[src/rtl/escaner_teclado_pkg.sv]
// rtl/escaner_teclado_pkg.sv - shared types, key codes and keypad map for the keypad scanner
package escaner_teclado_pkg;

  typedef enum logic [1:0] {
    SIN_TECLA,
    REBOTE,
    PRESIONADA
  } estado_t;

  typedef enum logic [1:0] {
    RES_NINGUNA,
    RES_UNA,
    RES_MULTI
  } resultado_t;

  localparam logic [3:0] TECLA_AST   = 4'hE;
  localparam logic [3:0] TECLA_NUM   = 4'hF;
  localparam int         MAX_DIGITOS = 3;

  // Physical layout: r0 = 1 2 3 A, r1 = 4 5 6 B, r2 = 7 8 9 C, r3 = * 0 # D
  function automatic logic [3:0] codigo_tecla(input logic [1:0] fila, input logic [1:0] col);
    logic [3:0] codigo;
    case ({fila, col})
      4'h0:    codigo = 4'h1;
      4'h1:    codigo = 4'h2;
      4'h2:    codigo = 4'h3;
      4'h3:    codigo = 4'hA;
      4'h4:    codigo = 4'h4;
      4'h5:    codigo = 4'h5;
      4'h6:    codigo = 4'h6;
      4'h7:    codigo = 4'hB;
      4'h8:    codigo = 4'h7;
      4'h9:    codigo = 4'h8;
      4'hA:    codigo = 4'h9;
      4'hB:    codigo = 4'hC;
      4'hC:    codigo = TECLA_AST;
      4'hD:    codigo = 4'h0;
      4'hE:    codigo = TECLA_NUM;
      default: codigo = 4'hD;
    endcase
    return codigo;
  endfunction

endpackage

[src/rtl/escaner_teclado_if.sv]
// rtl/escaner_teclado_if.sv - processor-facing key/number bus of the keypad scanner
interface escaner_teclado_if;
  logic [3:0] Tecla;
  logic       Tecla_Valida;
  logic [7:0] N;
  logic       Dato_Listo;
  logic [9:0] Acumulado;
  logic       Error;

  modport master (
    output Tecla, Tecla_Valida, N, Dato_Listo, Acumulado, Error
  );

  modport slave (
    input Tecla, Tecla_Valida, N, Dato_Listo, Acumulado, Error
  );
endinterface

[src/rtl/escaner_teclado_acumulador.sv]
// rtl/escaner_teclado_acumulador.sv - decimal entry: up to 3 digits, '#' delivers N, '*' clears
module acumulador_decimal
  import escaner_teclado_pkg::*;
(
  input  logic       i_clk,
  input  logic       i_rst,
  input  logic [3:0] i_tecla,
  input  logic       i_tecla_valida,
  output logic [7:0] o_n,
  output logic       o_dato_listo,
  output logic [9:0] o_acumulado,
  output logic       o_error
);

  logic [7:0] r_n;
  logic       r_dato_listo;
  logic [9:0] r_acum;
  logic [1:0] r_digitos;
  logic       r_error;
  logic [9:0] w_siguiente;

  // At most two digits are held when a third arrives, so 99*10+9 always fits in 10 bits
  assign w_siguiente = r_acum * 10'd10 + {6'd0, i_tecla};

  always_ff @(posedge i_clk) begin
    if (i_rst) begin
      r_n          <= '0;
      r_dato_listo <= 1'b0;
      r_acum       <= '0;
      r_digitos    <= '0;
      r_error      <= 1'b0;
    end else begin
      r_dato_listo <= 1'b0;
      if (i_tecla_valida) begin
        if (i_tecla <= 4'd9) begin
          if (r_digitos < 2'(MAX_DIGITOS)) begin
            r_acum    <= w_siguiente;
            r_digitos <= r_digitos + 2'd1;
          end
        end else if (i_tecla == TECLA_AST) begin
          r_acum    <= '0;
          r_digitos <= '0;
          r_error   <= 1'b0;
        end else if (i_tecla == TECLA_NUM && r_digitos != 2'd0) begin
          if (r_acum <= 10'd255) begin
            r_n          <= r_acum[7:0];
            r_dato_listo <= 1'b1;
            r_error      <= 1'b0;
          end else begin
            r_error <= 1'b1;
          end
          r_acum    <= '0;
          r_digitos <= '0;
        end
      end
    end
  end

  assign o_n          = r_n;
  assign o_dato_listo = r_dato_listo;
  assign o_acumulado  = r_acum;
  assign o_error      = r_error;

endmodule

[src/rtl/escaner_teclado.sv]
// rtl/escaner_teclado.sv - 4x4 keypad scanner, debounce FSM and decimal entry
// Build option ESCANER_REPETICION_EN adds auto-repeat of a held key every REPEAT_SCANS scans.
module escaner_teclado
  import escaner_teclado_pkg::*;
#(
  parameter int SCAN_DIV       = 100_000,
  parameter int DEBOUNCE_SCANS = 3,
  parameter int REPEAT_SCANS   = 25
) (
  input  logic       Clk,
  input  logic       Reset,
  input  logic [3:0] Columnas,
  output logic [3:0] Filas,
  escaner_teclado_if.master bus
);

  localparam int CNT_W = $clog2(SCAN_DIV);
  localparam int DEB_W = $clog2(DEBOUNCE_SCANS + 1);

  if (SCAN_DIV < 4 || DEBOUNCE_SCANS < 1 || REPEAT_SCANS < 1) begin : g_parametro_invalido
  end

  logic [3:0]       r_col_meta;
  logic [3:0]       r_col_sinc;
  logic [CNT_W-1:0] r_cnt_div;
  logic [1:0]       r_fila;
  logic             r_hay_tecla;
  logic             r_multi;
  logic [3:0]       r_codigo_scan;

  logic             w_muestra;
  logic             w_fin_scan;
  logic [3:0]       w_pulsadas;
  logic             w_fila_hay;
  logic             w_una_col;
  logic [1:0]       w_col_idx;
  logic             w_hay_total;
  logic             w_multi_total;
  logic [3:0]       w_codigo_total;
  resultado_t       w_resultado;

  assign w_muestra  = (r_cnt_div == CNT_W'(SCAN_DIV - 1));
  assign w_fin_scan = w_muestra && (r_fila == 2'd3);
  assign w_pulsadas = ~r_col_sinc;
  assign w_fila_hay = |w_pulsadas;
  assign w_una_col  = w_fila_hay && ((w_pulsadas & (w_pulsadas - 4'd1)) == 4'd0);

  always_comb begin
    w_col_idx = 2'd0;
    for (int c = 3; c >= 0; c--) begin
      if (w_pulsadas[c]) w_col_idx = 2'(c);
    end
  end

  // Combine the row being sampled with what earlier rows of this scan already saw
  assign w_hay_total    = r_hay_tecla | w_fila_hay;
  assign w_multi_total  = r_multi | (w_fila_hay & (!w_una_col | r_hay_tecla));
  assign w_codigo_total = w_fila_hay ? codigo_tecla(r_fila, w_col_idx) : r_codigo_scan;
  assign w_resultado    = w_multi_total ? RES_MULTI : (w_hay_total ? RES_UNA : RES_NINGUNA);

  assign Filas = ~(4'b0001 << r_fila);

  always_ff @(posedge Clk) begin
    if (Reset) begin
      r_col_meta    <= 4'hF;
      r_col_sinc    <= 4'hF;
      r_cnt_div     <= '0;
      r_fila        <= '0;
      r_hay_tecla   <= 1'b0;
      r_multi       <= 1'b0;
      r_codigo_scan <= '0;
    end else begin
      r_col_meta <= Columnas;
      r_col_sinc <= r_col_meta;
      if (w_muestra) begin
        r_cnt_div <= '0;
        r_fila    <= r_fila + 2'd1;
        if (w_fin_scan) begin
          r_hay_tecla   <= 1'b0;
          r_multi       <= 1'b0;
          r_codigo_scan <= '0;
        end else begin
          r_hay_tecla   <= w_hay_total;
          r_multi       <= w_multi_total;
          r_codigo_scan <= w_codigo_total;
        end
      end else begin
        r_cnt_div <= r_cnt_div + 1'b1;
      end
    end
  end

  estado_t          r_estado, w_estado_sig;
  logic [3:0]       r_cand, w_cand_sig;
  logic [DEB_W-1:0] r_deb_cnt, w_deb_sig;
  logic [3:0]       r_tecla, w_tecla_sig;
  logic             r_valida, w_valida_sig;
  logic [DEB_W-1:0] w_deb_inc;

  assign w_deb_inc = r_deb_cnt + 1'b1;

`ifdef ESCANER_REPETICION_EN
  localparam int REP_W = $clog2(REPEAT_SCANS + 1);
  logic [REP_W-1:0] r_rep_cnt, w_rep_sig;
  logic [REP_W-1:0] w_rep_inc;
  assign w_rep_inc = r_rep_cnt + 1'b1;
`endif

  always_ff @(posedge Clk) begin
    if (Reset) begin
      r_estado  <= SIN_TECLA;
      r_cand    <= '0;
      r_deb_cnt <= '0;
      r_tecla   <= '0;
      r_valida  <= 1'b0;
`ifdef ESCANER_REPETICION_EN
      r_rep_cnt <= '0;
`endif
    end else begin
      r_estado  <= w_estado_sig;
      r_cand    <= w_cand_sig;
      r_deb_cnt <= w_deb_sig;
      r_tecla   <= w_tecla_sig;
      r_valida  <= w_valida_sig;
`ifdef ESCANER_REPETICION_EN
      r_rep_cnt <= w_rep_sig;
`endif
    end
  end

  // r_deb_cnt counts matching presses in REBOTE and empty scans in PRESIONADA
  always_comb begin
    w_estado_sig = r_estado;
    w_cand_sig   = r_cand;
    w_deb_sig    = r_deb_cnt;
    w_tecla_sig  = r_tecla;
    w_valida_sig = 1'b0;
`ifdef ESCANER_REPETICION_EN
    w_rep_sig    = r_rep_cnt;
`endif
    if (w_fin_scan) begin
      case (r_estado)
        SIN_TECLA: begin
          if (w_resultado == RES_UNA) begin
            w_cand_sig = w_codigo_total;
            if (DEBOUNCE_SCANS == 1) begin
              w_estado_sig = PRESIONADA;
              w_tecla_sig  = w_codigo_total;
              w_valida_sig = 1'b1;
              w_deb_sig    = '0;
`ifdef ESCANER_REPETICION_EN
              w_rep_sig    = '0;
`endif
            end else begin
              w_estado_sig = REBOTE;
              w_deb_sig    = DEB_W'(1);
            end
          end
        end
        REBOTE: begin
          if (w_resultado == RES_UNA && w_codigo_total == r_cand) begin
            if (w_deb_inc == DEB_W'(DEBOUNCE_SCANS)) begin
              w_estado_sig = PRESIONADA;
              w_tecla_sig  = r_cand;
              w_valida_sig = 1'b1;
              w_deb_sig    = '0;
`ifdef ESCANER_REPETICION_EN
              w_rep_sig    = '0;
`endif
            end else begin
              w_deb_sig = w_deb_inc;
            end
          end else begin
            w_estado_sig = SIN_TECLA;
            w_deb_sig    = '0;
          end
        end
        PRESIONADA: begin
          if (w_resultado != RES_UNA) begin
            if (w_deb_inc == DEB_W'(DEBOUNCE_SCANS)) begin
              w_estado_sig = SIN_TECLA;
              w_deb_sig    = '0;
            end else begin
              w_deb_sig = w_deb_inc;
            end
          end else begin
            w_deb_sig = '0;
          end
`ifdef ESCANER_REPETICION_EN
          if (w_resultado == RES_UNA && w_codigo_total == r_cand) begin
            if (w_rep_inc == REP_W'(REPEAT_SCANS)) begin
              w_valida_sig = 1'b1;
              w_rep_sig    = '0;
            end else begin
              w_rep_sig = w_rep_inc;
            end
          end else begin
            w_rep_sig = '0;
          end
`endif
        end
        default: w_estado_sig = SIN_TECLA;
      endcase
    end
  end

  assign bus.Tecla        = r_tecla;
  assign bus.Tecla_Valida = r_valida;

  acumulador_decimal u_acumulador (
    .i_clk          (Clk),
    .i_rst          (Reset),
    .i_tecla        (r_tecla),
    .i_tecla_valida (r_valida),
    .o_n            (bus.N),
    .o_dato_listo   (bus.Dato_Listo),
    .o_acumulado    (bus.Acumulado),
    .o_error        (bus.Error)
  );

endmodule

[src/flat_wrapper.sv]
// flat-port wrapper written by rule: the top's interface ports become plain ports
module escaner_teclado_flat import escaner_teclado_pkg::*;
#(
  parameter int SCAN_DIV       = 100_000,
  parameter int DEBOUNCE_SCANS = 3,
  parameter int REPEAT_SCANS   = 25
)
  (Clk, Reset, Columnas, Filas, bus_Tecla, bus_Tecla_Valida, bus_N, bus_Dato_Listo, bus_Acumulado, bus_Error);
  escaner_teclado_if bus_i ();
  input  logic Clk;
  input  logic Reset;
  input  logic [3:0] Columnas;
  output logic [3:0] Filas;
  output wire logic [$bits(bus_i.Tecla)-1:0] bus_Tecla;
  output wire logic [$bits(bus_i.Tecla_Valida)-1:0] bus_Tecla_Valida;
  output wire logic [$bits(bus_i.N)-1:0] bus_N;
  output wire logic [$bits(bus_i.Dato_Listo)-1:0] bus_Dato_Listo;
  output wire logic [$bits(bus_i.Acumulado)-1:0] bus_Acumulado;
  output wire logic [$bits(bus_i.Error)-1:0] bus_Error;
  assign bus_Tecla = bus_i.Tecla;
  assign bus_Tecla_Valida = bus_i.Tecla_Valida;
  assign bus_N = bus_i.N;
  assign bus_Dato_Listo = bus_i.Dato_Listo;
  assign bus_Acumulado = bus_i.Acumulado;
  assign bus_Error = bus_i.Error;
  escaner_teclado #(.SCAN_DIV(SCAN_DIV), .DEBOUNCE_SCANS(DEBOUNCE_SCANS), .REPEAT_SCANS(REPEAT_SCANS)) u_core (.Clk(Clk), .Reset(Reset), .Columnas(Columnas), .Filas(Filas), .bus(bus_i));
endmodule
[config.mk]
export PLATFORM = sky130hd
export DESIGN_NAME = escaner_teclado_flat
export DESIGN_NICKNAME = d
export VERILOG_FILES = /design/src/rtl/escaner_teclado_pkg.sv /design/src/rtl/escaner_teclado_if.sv /design/src/rtl/escaner_teclado_acumulador.sv /design/src/rtl/escaner_teclado.sv /design/src/flat_wrapper.sv
export SDC_FILE = /design/constraint.sdc
export NUM_CORES = 1
export LEC_CHECK = 0
export CAP_MARGIN = 5
export CORE_MARGIN = 4
export CORE_UTILIZATION = 40
export CTS_CLUSTER_SIZE = 12
export DETAILED_ROUTE_END_ITERATION = 8
export GPL_TIMING_DRIVEN = 0
export PLACE_DENSITY_LB_ADDON = 0.3
export SLEW_MARGIN = 30
export SYNTH_ARGS = -nofsm -noshare
export SYNTH_HDL_FRONTEND = slang
export SYNTH_SLANG_ARGS = --single-unit
[constraint.sdc]
create_clock -name Clk -period 4.85 [get_ports Clk]
set_clock_uncertainty 0.15 [all_clocks]
set_input_delay 0.97 -clock Clk [delete_from_list [all_inputs] [get_ports Clk]]
set_output_delay 0.97 -clock Clk [all_outputs]
set_load 0.01 [all_outputs]
==> results.md, run 1 <==
* Fin. max-slew vios at 0
* Status: completed
* Number of I/O port buffers at 33
* Cells taking the most area after synthesis: dfxtp_1 37%, ha_1 9.7%, nor2_1 5.8%
* Initial Util at 41.94%
* Avg WL per Cell at 13.95 um
* Post-synthesis adder-cell area fraction at 10.81%
* Crit end category: output pin
* Worst-path cell chain: ha_1 -> inv_1 -> clkdlybuf4s50_1
* P per Cell Area at 244.8 nW/um2
* Core Footprint at 8891 um2
* Die W at 104.5 um
* Top cell type's share of synthesized area at 36.51%
* VDD IR max at 0.1399 mV
* Slowest CP cell: dfxtp_1
* Synthesized area at 3729 um2
* Clock Latency Late Sink at 0.35 ns
* Number of global-route vias before repair at 3023
* Setup Buffers After CTS at 0
* Maxcap violations at 0
* CP startpoint: u_core.r_fila[1]$_SDFFE_PP0P_
* HP Start: u_core.r_col_meta[2]$_SDFF_PP1_
* Nets at 510
* CP Max Fanout at 9
* Hpwl dp at 5996 um
* Synth Area in Simple Gates at 23.36%
* Post-synthesis compound-gate area fraction at 12.65%
* Worst Setup Start Kind: flip-flop
* Area leader, netlist: dfxtp_1
* Vias at 3030
* CTS Buffer Depth at 2
* Fin crit share at 62.06%
* Root Driver: clkbuf_8
* Syn_nets at 466
* Final Wtd Congestion at 0.8617
* Finished Core Util at 49.25%
* Hold slack at 0.2631 ns
* RSZ-0062 raised after global routing: no
* Yosys warns at 0
* Buf+Inv Stages, Crit Path at 2
* Syn-to-layout area delta at 17.45%
* Hold Buf Count CTS at 0
* Ys async rst share at 0%
* Slowest stage delay, CP at 0.53 ns
* Ratio of cells with drive above 1 in the final layout at 7.950%
* Fin crit period at 3.010 ns
* Multiplexer area fraction after synthesis at 5.235%
* Final ANT Viol Nets at 0
* Routed vias/inst at 5.171
* Largest net degree at the start of global routing at 15
* Sum Neg Setup Slack at 0 ns
* Wire length of the first global-routing pass at 14340 um
* DRC errors left at 0
* RR Startpoint: u_core.r_col_sinc[3]$_SDFF_PP1_
* Sequential fraction of the synthesis area at 36.51%
* Static leakage at 1.752 nW
* Syn avg cell area at 8.691 um2
* Setup Viol. Count Final at 0
* Combinational family with the most area after synthesis: simple AND/OR/NAND/NOR gates
* Grt ovf at 0
* Max Freq at 332.2 MHz
* Req. time, crit path at 3.73 ns
* Final hold viol count at 0
* Setup WS post-layout at 1.840 ns
* Slew @ Worst Pin at 0.6580 ns
* Clock Sinks at 68
* Initial antenna violation count at 0
* IO Pins at 35
* Reg clk slew, reported paths at 0.09 ns
* Worst Path Arrival at 1.89 ns
* Antenna Cells at 0
* Max transition margin at 56.13%
* H-tree depth at 3
* Total GRT Usage at 15.84%
* Total power at 1.072 mW
* Post-synth EDFFs at 0
* Pre-antenna DRT Iters at 4
* Die ar. at 10930 um2
* Post-synth top flop: dfxtp_1
* Row cnt at 34
* Detailed Route Iter0 Violations at 146
* Synthesis-stage register bit count at 68
* Fillcell total at 840
* Cells after synthesis at 429
* Pre-CTS WS at 1.945 ns
* Routed Wire Length at 8175 um
* CTS Buf Count at 9
* Cell family with most CP delay: buffers and inverters
* Die Y at 104.5 um
* Post-synthesis xor/xnor area fraction at 6.946%
* CTS tree: built
* Worst hold path type: reg -> reg
* PostCTS Resize Cnt at 0
* Count of cell types in the netlist at 56
* Critical path type: reg -> out
## final timing paths
| check | end | slack, ns | depth (start not counted) |
|---|---|---|---|
| worst max-delay path | Filas[3] | 1.84 | 3 |
| worst min-delay path | u_core.r_col_sinc[2]$_SDFF_PP1_ | 0.26 | 1 |
| worst max register to register | u_core.bus.Tecla[1]$_SDFFE_PP0P_ | 1.95 | 10 |
| worst min register to register | u_core.r_col_sinc[2]$_SDFF_PP1_ | 0.26 | 1 |
## per-layer routing
metal / global-route usage (%) / vias up / wire length, um
met4: 7.312 / 0 / 147
li1: - / 1574 / -
met1: 21.00 / 1402 / 3984
met2: 25.09 / 41 / 3801
met3: 2.898 / 13 / 241
met5: 0 / - / 0
## metrics by stage
step,instances,cell area (um2)
after floorplan,429,3729
after detailed placement,570,4194
after CTS,586,4379
after global routing,586,4379
final,586,4379
after global placement,570,4194
## layout make-up
type                    count  area (um2)  area share [%]
inverters                  25       93.84           2.143
repair buffers             33       330.3           7.543
flip-flops and latches     68        1361           31.09
clock inverters             7       61.31           1.400
well taps                 108       135.1           3.086
clock buffers               9       123.9           2.829
multi-input cells         319        2200           50.23
plain buffers              17       73.82           1.686
## where the power goes
part           internal, mW  switching [mW]  leakage [nW]
sequential            0.563         0.00272         0.550
combinational        0.0283          0.0415          1.11
clock                 0.193           0.244        0.0879
## registers in the layout (all words and copies together), names as in the netlist, 4 cells and up
name	flops
u_core.bus.Tecla	4
u_core.r_cand	4
u_core.r_cnt_div	17
u_core.r_codigo_scan	4
u_core.r_col_meta	4
u_core.r_col_sinc	4
u_core.u_acumulador.o_acumulado	10
u_core.u_acumulador.o_n	8
## cells in the final DEF, fill, tap and decap left out, drive strengths merged, types with 10 or more instances in the layout
cell type	count
a21oi	28
dfxtp	68
mux2i	16
nor2	58
inv	27
o21ai	13
nand2b	11
ha	29
xnor2	16
clkbuf	20
nand3	18
clkdlybuf4s50	33
nand4	10
xor2	11
nand2	23
## cell families after synthesis
logic type               count (synthesis)
flip-flops                              68
AO/OA/AOI/OAI                           73
XOR/XNOR                                28
buffers and inverters                   42
multiplexers                            17
adder cells (fa/ha/maj)                 31
AND/OR/NAND/NOR                        170
## Yosys cell counts (4+ instances only)
library cell and instances:
a211oi_1 4, nor4_1 5, nor3_1 8, nand2_1 23, clkbuf_1 11, nand3_1 18, nand2b_1 11, a21oi_1 27
and3_1 4, or2_2 8, nor2b_1 4, inv_1 25, nand4_1 10, nor2_1 58, xnor2_1 16, o21ai_0 11
ha_1 29, xor2_1 11, buf_2 5, a21o_1 7, dfxtp_1 68, mux2i_1 15
## worst register-to-register path, stage by stage (launching register included)
cell	delay (ns)
dfxtp_1	0.45
and2b_1	0.22
o21ai_2	0.21
inv_1	0.12
ha_1	0.21
a221oi_1	0.52
or3_1	0.20
o211ai_2	0.13
nand3b_1	0.26
o21ai_0	0.21
a21oi_1	0.09
(Power assumes the default switching activity.)
==> inputs of run 2 (changes only) <==
Clock period 4.85 ns to 3.07 ns, I/O delays scaled along.
==> run 2 against run 1 <==
Effect of this change:
- core utilization grew 0.13 points
- flip-flop and latch count did not move
- design area grew 0.26%
- worst hold slack about the same
- clock power is 58% higher
- power grew 58%
- non-clock buffer count unchanged
- die area unchanged
- cell count unchanged
- register-to-register slack lost 1.7 ns
- critical endpoint is now u_core.u_acumulador.o_acumulado[9]$_SDFFE_PP0P_
- highest routed layer unchanged
==> results.md, run 2 (synthesis gave the netlist of run 1 again) <==
* VDD IR max at 0.2211 mV (+58%)
* Fin. max-slew vios at 0 (unchanged)
* Fin crit period at 2.827 ns
* H-tree depth at 3 (unchanged)
* Worst Setup Start Kind: flip-flop
* IO Pins at 35 (unchanged)
* Post-route cell area at 4390 um2 (+0.26%)
* Routed Wire Length at 8178 um (about the same)
* CTS Buf Count at 9 (unchanged)
* Hold Buf Count CTS at 0 (unchanged)
* Reg clk slew, reported paths at 0.08 ns (about the same)
* Setup Viol. Count Final at 0 (unchanged)
* Row cnt at 34 (unchanged)
* Max reg flops at 17 (unchanged)
* Initial Util at 41.94% (unchanged)
* Syn-to-layout area delta at 17.75%
* RR Startpoint: u_core.u_acumulador.o_acumulado[1]$_SDFFE_PP0P_
* Fin crit share at 92.07%
* CTS Buffer Depth at 2 (unchanged)
* Req. time, crit path at 3.17 ns (-0.56 ns)
* RSZ-0062 raised after global routing: no
* Root Driver: clkbuf_8
* Routed vias/inst at 5.160 (-0.20%)
* Max transition margin at 56.14% (about the same)
* Most frequent cells in the layout: 67 x dfxtp_1, 58 x nor2_1, 33 x clkdlybuf4s50_1
* Sum Neg Setup Slack at 0 ns (unchanged)
* Final ANT Viol Nets at 0 (unchanged)
* Initial antenna violation count at 0 (unchanged)
* Slew @ Worst Pin at 0.6578 ns (-0.0001668 ns)
* Ratio of cells with drive above 1 in the final layout at 8.577% (+0.63 points)
* Detailed Route Iter0 Violations at 141 (-3.4%)
* Status: completed
* Reg2reg path depth at 11 (+1)
* Setup crit end: u_core.u_acumulador.o_acumulado[9]$_SDFFE_PP0P_
* DP Cell Count at 570 (unchanged)
* Static leakage at 1.755 nW (+0.17%)
* Clock Sinks at 68 (unchanged)
* Max Freq at 353.8 MHz
* Antenna Cells at 0 (unchanged)
* Setup Buffers After CTS at 0 (unchanged)
* Number of global-route vias before repair at 3023 (unchanged)
* Worst R2R Setup Slack at 0.24 ns (-1.71 ns)
* Setup WS post-layout at 0.2433 ns (-1.597 ns)
* Hpwl dp at 5996 um (unchanged)
* Worst Path Arrival at 2.93 ns (+1.04 ns)
* Crit end category: flip-flop
* Reg2reg end: u_core.u_acumulador.o_acumulado[9]$_SDFFE_PP0P_
* CP startpoint: u_core.u_acumulador.o_acumulado[1]$_SDFFE_PP0P_
* Die ar. at 10930 um2 (unchanged)
* Post-Layout Cell Count at 586 (unchanged)
* Total power at 1.697 mW (+58%)
* Total GRT Usage at 15.84% (unchanged)
* Pre-CTS WS at 0.1649 ns (-1.780 ns)
* PostCTS Resize Cnt at 0 (unchanged)
* Final Wtd Congestion at 0.8617 (unchanged)
* Vias at 3024 (-0.20%)
* Grt ovf at 0 (unchanged)
* Wire length of the first global-routing pass at 14340 um (unchanged)
* Number of I/O port buffers at 33 (unchanged)
* Critical path type: reg -> reg
* Largest net degree at the start of global routing at 15 (unchanged)
* Maxcap violations at 0 (unchanged)
* Dpl cell area at 4194 um2 (unchanged)
* CTS tree: built
* Die W at 104.5 um (unchanged)
* Avg WL per Cell at 13.96 um (about the same)
* Nets at 510 (unchanged)
* P per Cell Area at 386.4 nW/um2 (+58%)
* Pre-antenna DRT Iters at 4 (unchanged)
* CP Max Fanout at 6 (-3)
* Clock Latency Late Sink at 0.36 ns (about the same)
* Most common cell after layout, fill and taps aside: dfxtp_1
* Final hold viol count at 0 (unchanged)
* Biggest register: u_core.r_cnt_div
* Worst hold path type: reg -> reg
* DRC errors left at 0 (unchanged)
* Die Y at 104.5 um (unchanged)
* Core Footprint at 8891 um2 (unchanged)
==> run 2: cell types whose count changed in the layout (fill, tap and decap cells not counted) <==
| cell | before | now |
|---|---|---|
| a21oi_2 | 1 | 2 |
| a221oi_1 | 1 | 0 |
| a221oi_2 | 0 | 1 |
| a21oi_1 | 27 | 26 |
| dfxtp_2 | 0 | 1 |
| dfxtp_1 | 68 | 67 |
==> run 2: worst max-delay path, stage by stage (launching register included) <==
cell	delay, ns
dfxtp_1	0.50
ha_1	0.30
ha_1	0.22
inv_1	0.07
fa_1	0.20
inv_1	0.05
a21o_1	0.17
a21oi_1	0.18
xnor2_1	0.18
nand4_1	0.14
xnor3_1	0.37
a22o_1	0.18
==> run 2: layout make-up <==
cell class                      instances  area (um2)
Timing Repair Buffer                   33       330.3
Clock buffer                            9       123.9
Multi-Input combinational cell        319        2210
Inverter                               25       93.84
Clock inverter                          7       61.31
Fill cell                             837        4501
Buffer                                 17       73.82
Tap cell                              108       135.1
Sequential cell                        68        1363
==> run 2: how the worst min path moves through the flow <==
stage | to | cells past startpoint | startpoint
3_3_place_gp | u_core.r_col_sinc[1]$_SDFF_PP1_ | 1 | u_core.r_col_meta[1]$_SDFF_PP1_
3_5_place_dp | u_core.r_col_sinc[2]$_SDFF_PP1_ | 1 | u_core.r_col_meta[2]$_SDFF_PP1_
2_1_floorplan | u_core.r_col_sinc[0]$_SDFF_PP1_ | 1 | u_core.r_col_meta[0]$_SDFF_PP1_
4_1_cts | u_core.r_col_sinc[2]$_SDFF_PP1_ | 1 | u_core.r_col_meta[2]$_SDFF_PP1_
5_1_grt | u_core.r_col_sinc[0]$_SDFF_PP1_ | 1 | u_core.r_col_meta[0]$_SDFF_PP1_
6_report | u_core.r_col_sinc[2]$_SDFF_PP1_ | 1 | u_core.r_col_meta[2]$_SDFF_PP1_
==> run 2: metrics by stage <==
step | utilization, % | hold WS (ns)
2_1_floorplan | - | 0.2395
3_3_place_gp | 47.17 | 0.2447
3_5_place_dp | 47.17 | 0.2433
4_1_cts | 49.25 | 0.2642
5_1_grt | 49.38 | 0.2824
6_report | 49.38 | 0.2631
==> run 2: where the power goes <==
| group | switching, mW | leakage, nW | internal [mW] | total, mW |
|---|---|---|---|---|
| Combinational | 0.0662 | 1.12 | 0.0454 | 0.112 |
| Sequential | 0.00437 | 0.550 | 0.889 | 0.894 |
| Clock | 0.387 | 0.0879 | 0.305 | 0.691 |
==> run 2: routing by layer <==
metal / vias to the layer above / track usage, % / part of all wire, %
met5: - / 0 / 0
met2: 39 / 25.09 / 46
met4: 0 / 7.312 / 2.1
li1: 1570 / - / -
met3: 15 / 2.898 / 3.1
met1: 1400 / 21.00 / 49
==> inputs of run 3 (changes only) <==
Settings changed: CORE_UTILIZATION 40 to 25, HOLD_SLACK_MARGIN set to 0.15.
==> run 3 against run 2 <==
Effect of this change:
- power grew 15%
- die area grew 55%
- setup slack gained 0.019 ns
- clock power grew 35%
- register-to-register slack gained 0.02 ns
- cell count grew 13%
- clock-buffer cell count grew 3
- critical path depth is the same
- fmax grew 0.68%
- design area grew 4.1%
- critical endpoint unchanged
- largest cell class unchanged
==> results.md, run 3 (synthesis gave the netlist of run 1 again) <==
* Max transition margin at 55.60% (-0.54 points)
* Maxcap violations at 0 (unchanged)
* Total GRT Usage at 10.68% (-5.2 points)
* Clock Latency Late Sink at 0.33 ns (-0.03 ns)
* Hpwl dp at 6470 um (+7.9%)
* Worst Path Arrival at 2.88 ns (-0.05 ns)
* Number of I/O port buffers at 33 (unchanged)
* Final ANT Viol Nets at 0 (unchanged)
* H-tree depth at 3 (unchanged)
* Finished Core Util at 31.34% (-18 points)
* Status: completed
* P per Cell Area at 425.8 nW/um2 (+10%)
* Worst Setup Start Kind: flip-flop
* Syn-to-layout area delta at 22.62%
* Fin crit share at 91.46% (-0.62 points)
* VDD IR max at 0.2150 mV (-2.8%)
* DRC errors left at 0 (unchanged)
* CTS Buffer Depth at 2 (unchanged)
* Nets at 510 (unchanged)
* Setup WS post-layout at 0.2623 ns (+0.01896 ns)
* Crit. path cell count at 11 (unchanged)
* Buf+Inv Stages, Crit Path at 2 (unchanged)
* Hold Crit Depth at 1 (unchanged)
* Grt ovf at 0 (unchanged)
* Root Driver: clkbuf_16
* Routed Wire Length at 8596 um (+5.1%)
* Setup Buffers After CTS at 0 (unchanged)
* Reg2reg path depth at 11 (unchanged)
* Initial antenna violation count at 0 (unchanged)
* Fin crit period at 2.808 ns (-0.01896 ns)
* Wire length of the first global-routing pass at 14500 um (+1.1%)
* IO Pins at 35 (unchanged)
* CTS Buf Count at 9 (unchanged)
* Critical path type: reg -> reg
* Largest net degree at the start of global routing at 12 (-3)
* Number of global-route vias before repair at 3023 (unchanged)
* Post-route cell area at 4572 um2 (+4.1%)
* Slowest stage delay, CP at 0.50 ns (about the same)
* Final hold viol count at 0 (unchanged)
* Hold slack at 0.2522 ns (-0.01089 ns)
* Sum Neg Setup Slack at 0 ns (unchanged)
* Row cnt at 44 (+29%)
* Static leakage at 1.796 nW (+2.3%)
* Fin. max-slew vios at 0 (unchanged)
* Fillcell total at 1498 (+79%)
* Biggest register: u_core.r_cnt_div
* Cell family with most CP delay: adder cells
* Worst-path cell chain: ha_1 -> ha_1 -> inv_1 -> fa_1 -> inv_1 -> a21o_1 -> a21oi_1 -> xnor2_1 -> nand4_1 -> xnor3_1 -> a22o_1
* Initial Util at 25.56% (-16 points)
* RSZ-0062 raised after global routing: yes
* Req. time, crit path at 3.14 ns (-0.03 ns)
* Die ar. at 16930 um2 (+55%)
* DP Cell Count at 646 (+13%)
* Post-Layout Cell Count at 662 (+13%)
* Vias at 3063 (+1.3%)
* Core Footprint at 14590 um2 (+64%)
* Antenna Cells at 0 (unchanged)
* CTS tree: built
* Ratio of cells with drive above 1 in the final layout at 8.159% (-0.42 points)
* Max reg flops at 17 (unchanged)
* Detailed Route Iter0 Violations at 131 (-7.1%)
* Pre-antenna DRT Iters at 4 (unchanged)
* Pre-CTS WS at 0.1244 ns (-0.04048 ns)
* Max Freq at 356.2 MHz (+0.68%)
* Reg clk slew, reported paths at 0.05 ns (-0.03 ns)
* Total power at 1.947 mW (+15%)
* CP Max Fanout at 6 (unchanged)
* Die Y at 130.1 um (+24%)
* Die W at 130.1 um (+24%)
* Area occupied by multi-input gates at 2210 um2 (unchanged)
* Routed vias/inst at 4.627 (-10%)
* Most common cell after layout, fill and taps aside: dfxtp_1
* Dpl cell area at 4289 um2 (+2.3%)
* Setup Viol. Count Final at 0 (unchanged)
* Worst hold path type: reg -> reg
* Clock Sinks at 68 (unchanged)
* Register area at 1363 um2 (unchanged)
* Slew @ Worst Pin at 0.6660 ns (+0.008106 ns)
* Slowest CP cell: dfxtp_1
* Crit end category: flip-flop
* Avg WL per Cell at 12.98 um (-7.0%)
* Most frequent cells in the layout: 67 x dfxtp_1, 58 x nor2_1, 33 x clkdlybuf4s50_1
* Final Wtd Congestion at 0.8109 (-5.9%)
## run 3: worst paths after layout
path                                                   startpoint  slack (ns)                                               to
setup / recovery  u_core.u_acumulador.o_acumulado[1]$_SDFFE_PP0P_        0.26  u_core.u_acumulador.o_acumulado[9]$_SDFFE_PP0P_
hold / removal                    u_core.r_col_meta[2]$_SDFF_PP1_        0.25                  u_core.r_col_sinc[2]$_SDFF_PP1_
setup reg to reg  u_core.u_acumulador.o_acumulado[1]$_SDFFE_PP0P_        0.26  u_core.u_acumulador.o_acumulado[9]$_SDFFE_PP0P_
hold reg to reg                   u_core.r_col_meta[2]$_SDFF_PP1_        0.25                  u_core.r_col_sinc[2]$_SDFF_PP1_
## run 3: power by group
group	total, mW	switching (mW)	internal (mW)
sequential	0.896	0.00463	0.891
clock	0.936	0.370	0.565
combinational	0.115	0.0693	0.0455
total	1.95	0.444	1.50
## run 3: timing repair
item	4_1_cts	5_1_grt
hold buffers	0	0
resized for setup	0	6
setup endpoints to repair	0	6
## run 3: area by class of cell
type / instances / area share (%)
multi-input combinational: 319 / 48.33
sequential: 68 / 29.80
timing repair buffer: 33 / 7.225
clock buffer: 12 / 5.391
tap: 184 / 5.036
inverter: 25 / 2.053
buffer: 17 / 1.615
clock inverter: 4 / 0.5473
## run 3: metal layers
layer / routed length (um) / GRT usage, % / vias up
met5: 0 / 0 / -
met4: 94 / 3.178 / 0
met3: 417 / 3.438 / 9
met2: 3872 / 16.72 / 38
met1: 4210 / 14.06 / 1434
li1: - / - / 1582
